[src/rtl/local_bias_ctrl.sv]
// Power sequencing and test-bus arbitration for the local_bias analog block.
// Settle timer is a down-counter; the bus arbiter is live only while bias is ready.
module local_bias_ctrl #(
    parameter int unsigned SETTLE_CYCLES = 64
) (
    input  logic       clk,
    input  logic       rst,
    input  logic       en,
    input  logic       sup_ok,
    input  logic [1:0] atb_req,
    input  logic [1:0] atb_sel0,
    input  logic [1:0] atb_sel1,
    output logic       pdb,
    output logic       bias_ready,
    output logic [1:0] atb_ena,
    output logic [1:0] atb_gnt,
    output logic       fault
);

    // state    | meaning
    // S_OFF    | bias powered down, waiting for en with a good supply
    // S_SETTLE | pdb high, settle timer counting down
    // S_READY  | bias settled, test-bus arbiter active
    // S_FAULT  | supply left window; held until en drops
    typedef enum logic [1:0] {S_OFF, S_SETTLE, S_READY, S_FAULT} state_t;

    localparam int CW = $clog2(SETTLE_CYCLES + 1);

    state_t          state_q, state_d;
    logic [CW-1:0]   cnt_q, cnt_d;
    logic [1:0]      gnt_q, gnt_d;
    logic [1:0]      ena_q, ena_d;
    logic            gap_q, gap_d;
    logic            ptr_q, ptr_d;
    logic            pdb_q, pdb_d;
    logic            rdy_q, rdy_d;
    logic            flt_q, flt_d;

    always_ff @(posedge clk) begin
        if (rst) begin
            state_q <= S_OFF;
            cnt_q   <= '0;
            gnt_q   <= 2'b00;
            ena_q   <= 2'b00;
            gap_q   <= 1'b0;
            ptr_q   <= 1'b0;
            pdb_q   <= 1'b0;
            rdy_q   <= 1'b0;
            flt_q   <= 1'b0;
        end else begin
            state_q <= state_d;
            cnt_q   <= cnt_d;
            gnt_q   <= gnt_d;
            ena_q   <= ena_d;
            gap_q   <= gap_d;
            ptr_q   <= ptr_d;
            pdb_q   <= pdb_d;
            rdy_q   <= rdy_d;
            flt_q   <= flt_d;
        end
    end

    always_comb begin
        state_d = state_q;
        cnt_d   = cnt_q;
        unique case (state_q)
            S_OFF: begin
                if (en && sup_ok) begin
                    state_d = S_SETTLE;
                    cnt_d   = CW'(SETTLE_CYCLES - 1);
                end
            end
            S_SETTLE: begin
                if (!sup_ok)              state_d = S_FAULT;
                else if (!en)             state_d = S_OFF;
                else if (cnt_q == '0)     state_d = S_READY;
                else                      cnt_d   = cnt_q - 1'b1;
            end
            S_READY: begin
                if (!sup_ok)              state_d = S_FAULT;
                else if (!en)             state_d = S_OFF;
            end
            S_FAULT: begin
                if (!en)                  state_d = S_OFF;
            end
            default:                      state_d = S_OFF;
        endcase
    end

    // Outputs are registered, so they are decoded from the next state.
    always_comb begin
        pdb_d = (state_d == S_SETTLE) || (state_d == S_READY);
        rdy_d = (state_d == S_READY);
        flt_d = (state_d == S_FAULT);
    end

    // Arbiter: only grants while staying in READY; a released grant costs one
    // empty gap cycle so two test-bus codes are never driven back to back.
    always_comb begin
        gnt_d = gnt_q;
        ena_d = ena_q;
        gap_d = 1'b0;
        ptr_d = ptr_q;
        if ((state_q == S_READY) && (state_d == S_READY)) begin
            if (gnt_q != 2'b00) begin
                if ((gnt_q & atb_req) == 2'b00) begin
                    gnt_d = 2'b00;
                    ena_d = 2'b00;
                    gap_d = 1'b1;
                end
            end else if (!gap_q) begin
                if (atb_req[0] && (!atb_req[1] || !ptr_q)) begin
                    gnt_d = 2'b01;
                    ena_d = atb_sel0;
                    ptr_d = 1'b1;
                end else if (atb_req[1]) begin
                    gnt_d = 2'b10;
                    ena_d = atb_sel1;
                    ptr_d = 1'b0;
                end
            end
        end else begin
            gnt_d = 2'b00;
            ena_d = 2'b00;
        end
    end

    assign pdb        = pdb_q;
    assign bias_ready = rdy_q;
    assign fault      = flt_q;
    assign atb_gnt    = gnt_q;
    assign atb_ena    = ena_q;

endmodule

[config.mk]
export PLATFORM = sky130hd
export DESIGN_NAME = local_bias_ctrl
export DESIGN_NICKNAME = d
export VERILOG_FILES = /design/src/rtl/local_bias_ctrl.sv
export SDC_FILE = /design/constraint.sdc
export NUM_CORES = 1
export LEC_CHECK = 0
export BUFFER_PORTS_ARGS = -buffer_cell sky130_fd_sc_hd__buf_2
export CAP_MARGIN = 10
export CORE_MARGIN = 5
export CORE_UTILIZATION = 52
export DETAILED_ROUTE_END_ITERATION = 16
export GPL_TIMING_DRIVEN = 0
export PLACE_DENSITY_LB_ADDON = 0.08
export RECOVER_POWER = 50
export SYNTH_ARGS = -nofsm -noshare
export SYNTH_HDL_FRONTEND = slang
export SYNTH_SLANG_ARGS = --single-unit
[constraint.sdc]
create_clock -name clk -period 3.25 [get_ports clk]
set_input_delay 0.65 -clock clk [delete_from_list [all_inputs] [get_ports clk]]
set_output_delay 0.65 -clock clk [all_outputs]
set_load 0.02 [all_outputs]
== After elaboration in Yosys (flattened, before gate mapping) ==
Cells that the tools add are included.
Cells by class
  $add $sub $neg: 1
  equal/unequal tests: 12
  mux-type cells: 24
  bitwise logic cells: 4
  reductions and logical operators: 19
Operator list (number)
  $mux 2: 15
  $mux 7: 4
  $pmux 7 s2: 1
  $eq 2x2->1 const B: 4
  $ne 2x2->1 const B: 4
  $pmux 2 s4: 1
  $logic_not 7->1: 1
  $sub 7x1->7 const B: 1
  $reduce_bool 2->1: 3
  $reduce_and 5->1: 1
  $eq 2x1->1 const B: 2
  $logic_not 2->1: 2
  $ne 2x1->1 const B: 2
  $reduce_and 4->1: 1
  $logic_and 1x1->1: 3
  $mux 1: 3
  $not 1->1: 3
  $reduce_and 3->1: 1
  $reduce_bool 3->1: 1
  $reduce_or 3->1: 1
  $and 2x2->2: 1
  $logic_not 1->1: 2
  $logic_or 1x1->1: 2
  $reduce_or 2->1: 1
Storage, ports and cells
  register bits: 18
  bits of input ports: 10
  output and inout bits: 7
  word-level logic and storage cells: 69

== Longest topological paths before layout ==
  word-level depth: 9
  depth in mapped cells: 9
  gate-level depth less buffers: 9

== Least setup slack after synthesis ==
Ideal clock, no wire load.
  path type: reg-to-reg
  from: register cnt_q[0]
  to: register ptr_q
  setup time: 0.091 ns
  data arrival time: 2.187 ns
  required time: 3.159 ns
  setup slack: 0.972 ns
  cell stages (with the launch flop): 10
  buffers on the path: 0
  period minus slack after synthesis: 2.278 ns
  cells stage by stage: dfxtp_1 > inv_1 > ha_1 > or4b_4 > or3_4 > o211ai_2 > ha_1 > and3_1 > a21oi_1 > a311oi_1
Between the ends
  cells in the longest elaborated chain, start to end: 8
RTL lines
  from (decl): RTL line 30  | logic [CW-1:0] cnt_q, cnt_d;
  from (signal assigned): RTL line 52  | cnt_q <= cnt_d;
  $logic_not 7->1: RTL line 76  | else if (cnt_q == '0) state_d = S_READY;
  $mux 2: RTL line 76
  $mux 2: RTL line 75  | else if (!en) state_d = S_OFF;
  $mux 2: RTL line 74  | if (!sup_ok) state_d = S_FAULT;
  $pmux 2 s4: RTL line 66  | unique case (state_q)
  $eq 2x2->1
  via rdy_d: RTL line 36  | logic rdy_q, rdy_d;
  $logic_and 1x1->1: RTL line 104  | if ((state_q == S_READY) && (state_d == S_READY)) begin
  $reduce_and 4->1 (no source line)
  to (signal assigned): RTL line 56  | ptr_q <= ptr_d;
  to (decl): RTL line 34  | logic ptr_q, ptr_d;
The timed path passes the listed nets, and every way through them passes these cells.
A chain may end at the register's enable or synchronous reset.

== Final worst setup path ==
Same ends and word-level chain as after synthesis.

==> parameters.txt <==
Parameter                              Value

Clocking
  Number of buffers created by CTS    3
  Number of buffers inserted for hold repair after clock tree synthesis    0
  Count of H-tree levels built during CTS    1
  Cell chosen for the clock root    clkbuf_4
  Post-cts sizing count    0
  Worst skew pair latency    0.29 ns
  Buffers inserted by post-CTS timing repair    0
  Clock buffer depth    2
  Total number of clock tree sinks    18
  CTS tree    yes
  Clock transition at the registers of the reported paths    approximately 0.1 ns

STA
  Time the worst path needs with I/O delays and setup    2.66 ns
  Transition time at the pin with the least slew margin    0.481 ns
  Worst slew margin relative to its limit    0.679
  Maximum achievable frequency    376 MHz
  Unrepaired setup endpoints after global routing    no
  Post-route setup TNS    0 ns
  Final-report hold violation count    0
  Final setup viols    0
  Share of the clock period used by the worst path    0.818
  Final Max Tran Viols    0
  Clock tree skew after final layout    about 0.0044 ns

Worst setup path
  Critical register-to-register path endpoint    ptr_q$_SDFFE_PP0P_
  Worst Path Arrival    approximately 2.9 ns
  Reg2Reg Launch Point    cnt_q[0]$_SDFFE_PP0P_
  Worst-case reg-to-reg path depth    9
  Data required time of the critical path    3.46 ns
  Setup crit end kind    register
  Crit Path Class    reg2reg
  Register-to-register setup slack    0.59 ns
  Worst Setup Start Kind    register
  Worst setup path start    cnt_q[0]$_SDFFE_PP0P_
  Crit path max fanout    5
  Worst setup path end    ptr_q$_SDFFE_PP0P_

Final layout
  Final instance count without filler cells    150
  Count of filler cells inserted in the layout    163
  Final antenna diode count    0
  Total number of nets in the final design    140
  Layout-stage area growth over the synthesis result    12.0%
  Ratio of cells with drive above 1 in the final layout    0.120

Floorplan
  DIE HEIGHT    52.3 um
  Std-Cell Core Area    1710 sq um
  Die area    2730 sq um
  Top-level port count    17
  Width of the chip    52.3 um
  Initial Util    0.544
  # rows    15

Synthesis
  Sequential share of the synthesized area    0.388
  Proportion of netlist area held by the largest area contributor    0.388
  Net count of the mapped netlist    120
  Avg Cell Area, Syn    8.68 sq um
  Library cell occupying the most area in the post-synthesis netlist    dfxtp_1
  Total of flip-flops plus latches after synthesis    18
  Fraction of registers with async set/reset    0
  Number of enable flip-flop cells after synthesis    0
  Post-synthesis cell type count    35
  Synth warnings    0
  Cell count after synthesis    roughly 110
  Mapped cell area    928 sq um
  Most instantiated flip-flop cell in the synthesis netlist    dfxtp_1
  Top cells by area, synth    dfxtp_1 (39%), nor2_1 (5.7%), a311oi_1 (5.7%), a22oi_1 (4.0%), ha_1 (4.0%)

Route
  Number of vias per cell after detailed routing    ~5.5
  Number of detailed-routing iterations run before antenna repair    4
  Vias    830
  Wire length reported by the detailed router    about 1900 um
  Antenna-violating nets left    0
  Residual DRC count    0
  Number of DRC violations after detailed-routing iteration 0    15
  DR WL/cell    12.8 um

Global routing
  GRT Util Overall    0.151
  Initial antenna violation count    0
  Total overflow reported by the global router    0
  Largest net degree at the start of global routing    11
  Global-route wire length before repair    3090 um
  Vias in the first global route    between 700 and 800

Power
  Leakage dissipation    0.401 nW
  Power density of the placed cells    approximately 430 nW/um^2
  Worst IR Drop VDD    about 240 uV

Placed design
  Final estimated routing congestion in global placement    0.833
  HPWL after detailed placement    about 1400 um
  Cell Count Post-Placement    ~150
  Quantity of I/O buffers inserted on ports    15

Worst hold path
  Kind of path behind the tightest hold check    reg2reg

Status
  Result of the run    complete, no violations

Job
  Number of max-capacitance violations reported    0
-- logic make-up after synthesis --
logic type	synth area share
AO/OA/AOI/OAI	0.292
adder cells (fa/ha/maj)	0.0404
buffers and inverters	0.0539
flip-flops	0.388
AND/OR/NAND/NOR	0.225
-- power breakdown --
part	internal (W)	switching [W]	leakage, nW
sequential	0.000232	0.0000100	0.147
combinational	0.0000390	0.0000571	0.240
clock	0.0000431	0.0000662	0.0138
-- final cells by class --
class                      instances  area (sq um)  area share
clock buffer                       3          22.5      0.0217
tap                               25          31.3      0.0301
buffer                             6          23.8      0.0229
sequential                        18           360       0.347
multi-input combinational         76           509       0.490
timing repair buffer              15          66.3      0.0638
inverter                           7          26.3      0.0253
-- placed cells by master, fill, tap and decap left out, drive strengths merged, types with 2 or more instances in the layout --
| cell type | count |
|---|---|
| a21oi | 6 |
| a22oi | 5 |
| a311oi | 6 |
| a32o | 2 |
| and3 | 3 |
| buf | 9 |
| clkbuf | 15 |
| dfxtp | 18 |
| ha | 3 |
| inv | 7 |
| nand2 | 4 |
| nand2b | 2 |
| nand3 | 3 |
| nor2 | 14 |
| nor2b | 4 |
| nor3 | 3 |
| o211ai | 2 |
| o21ai | 4 |
-- registers in the layout, indices dropped and copies added (netlist names) --
| name | cells |
|---|---|
| atb_ena | 2 |
| pdb | 1 |
| fault | 1 |
| bias_ready | 1 |
| atb_gnt | 2 |
| ptr_q | 1 |
| state_q | 2 |
| gap_q | 1 |
| cnt_q | 7 |
-- cells in the mapped netlist (2+ instances only) --
cell type  number
a22oi_1         5
ha_1            3
nand2b_1        2
nor2_1         14
nor2b_1         4
nor3_1          3
inv_1           7
o21ai_0         2
o21ai_1         2
nand2_1         4
a32o_1          2
and3_1          3
dfxtp_1        18
a21oi_1         6
nand3_1         3
clkbuf_1        5
a311oi_1        6
-- worst max-delay path, stage by stage (launching register included) --
cell and delay, ns:
dfxtp_1 0.34, inv_1 0.06, ha_1 0.21, or4b_1 0.54, or3_1 0.49, o211ai_2 0.27, ha_1 0.20, and3_1 0.17
a21oi_1 0.07, a311oi_1 0.23
-- per-layer routing --
layer / routed length [um] / track usage / vias up
met2: 869 / 0.238 / 11
met4: 27 / 0.0638 / 0
li1: - / - / 434
met5: 0 / 0 / -
met3: 71 / 0.0342 / 5
met1: 955 / 0.198 / 380
-- per-stage QoR --
stage	hold slack (ns)	cell area, sq um	utilization	total power [W]	worst slack [ns]
2_1_floorplan	0.463	928	-	0.000322	0.972
3_3_place_gp	0.483	1030	0.606	0.000347	0.783
3_5_place_dp	0.498	1030	0.606	0.000348	0.759
4_1_cts	0.512	1060	0.619	0.000459	0.716
5_1_grt	0.526	1040	0.609	0.000477	0.416
6_report	0.511	1040	0.609	0.000448	0.591
-- worst min-delay path by stage --
stage / start / end / slack (ns) / depth (start not counted)
2_1_floorplan: ptr_q$_SDFFE_PP0P_ / ptr_q$_SDFFE_PP0P_ / 0.46 / 1
3_3_place_gp: atb_ena[1]$_SDFFE_PP0P_ / atb_ena[1]$_SDFFE_PP0P_ / 0.48 / 2
3_5_place_dp: ptr_q$_SDFFE_PP0P_ / ptr_q$_SDFFE_PP0P_ / 0.50 / 1
4_1_cts: ptr_q$_SDFFE_PP0P_ / ptr_q$_SDFFE_PP0P_ / 0.51 / 1
5_1_grt: rst / bias_ready$_SDFF_PP0_ / 0.53 / 2
6_report: ptr_q$_SDFFE_PP0P_ / ptr_q$_SDFFE_PP0P_ / 0.51 / 1
(Power assumes the default switching activity.)
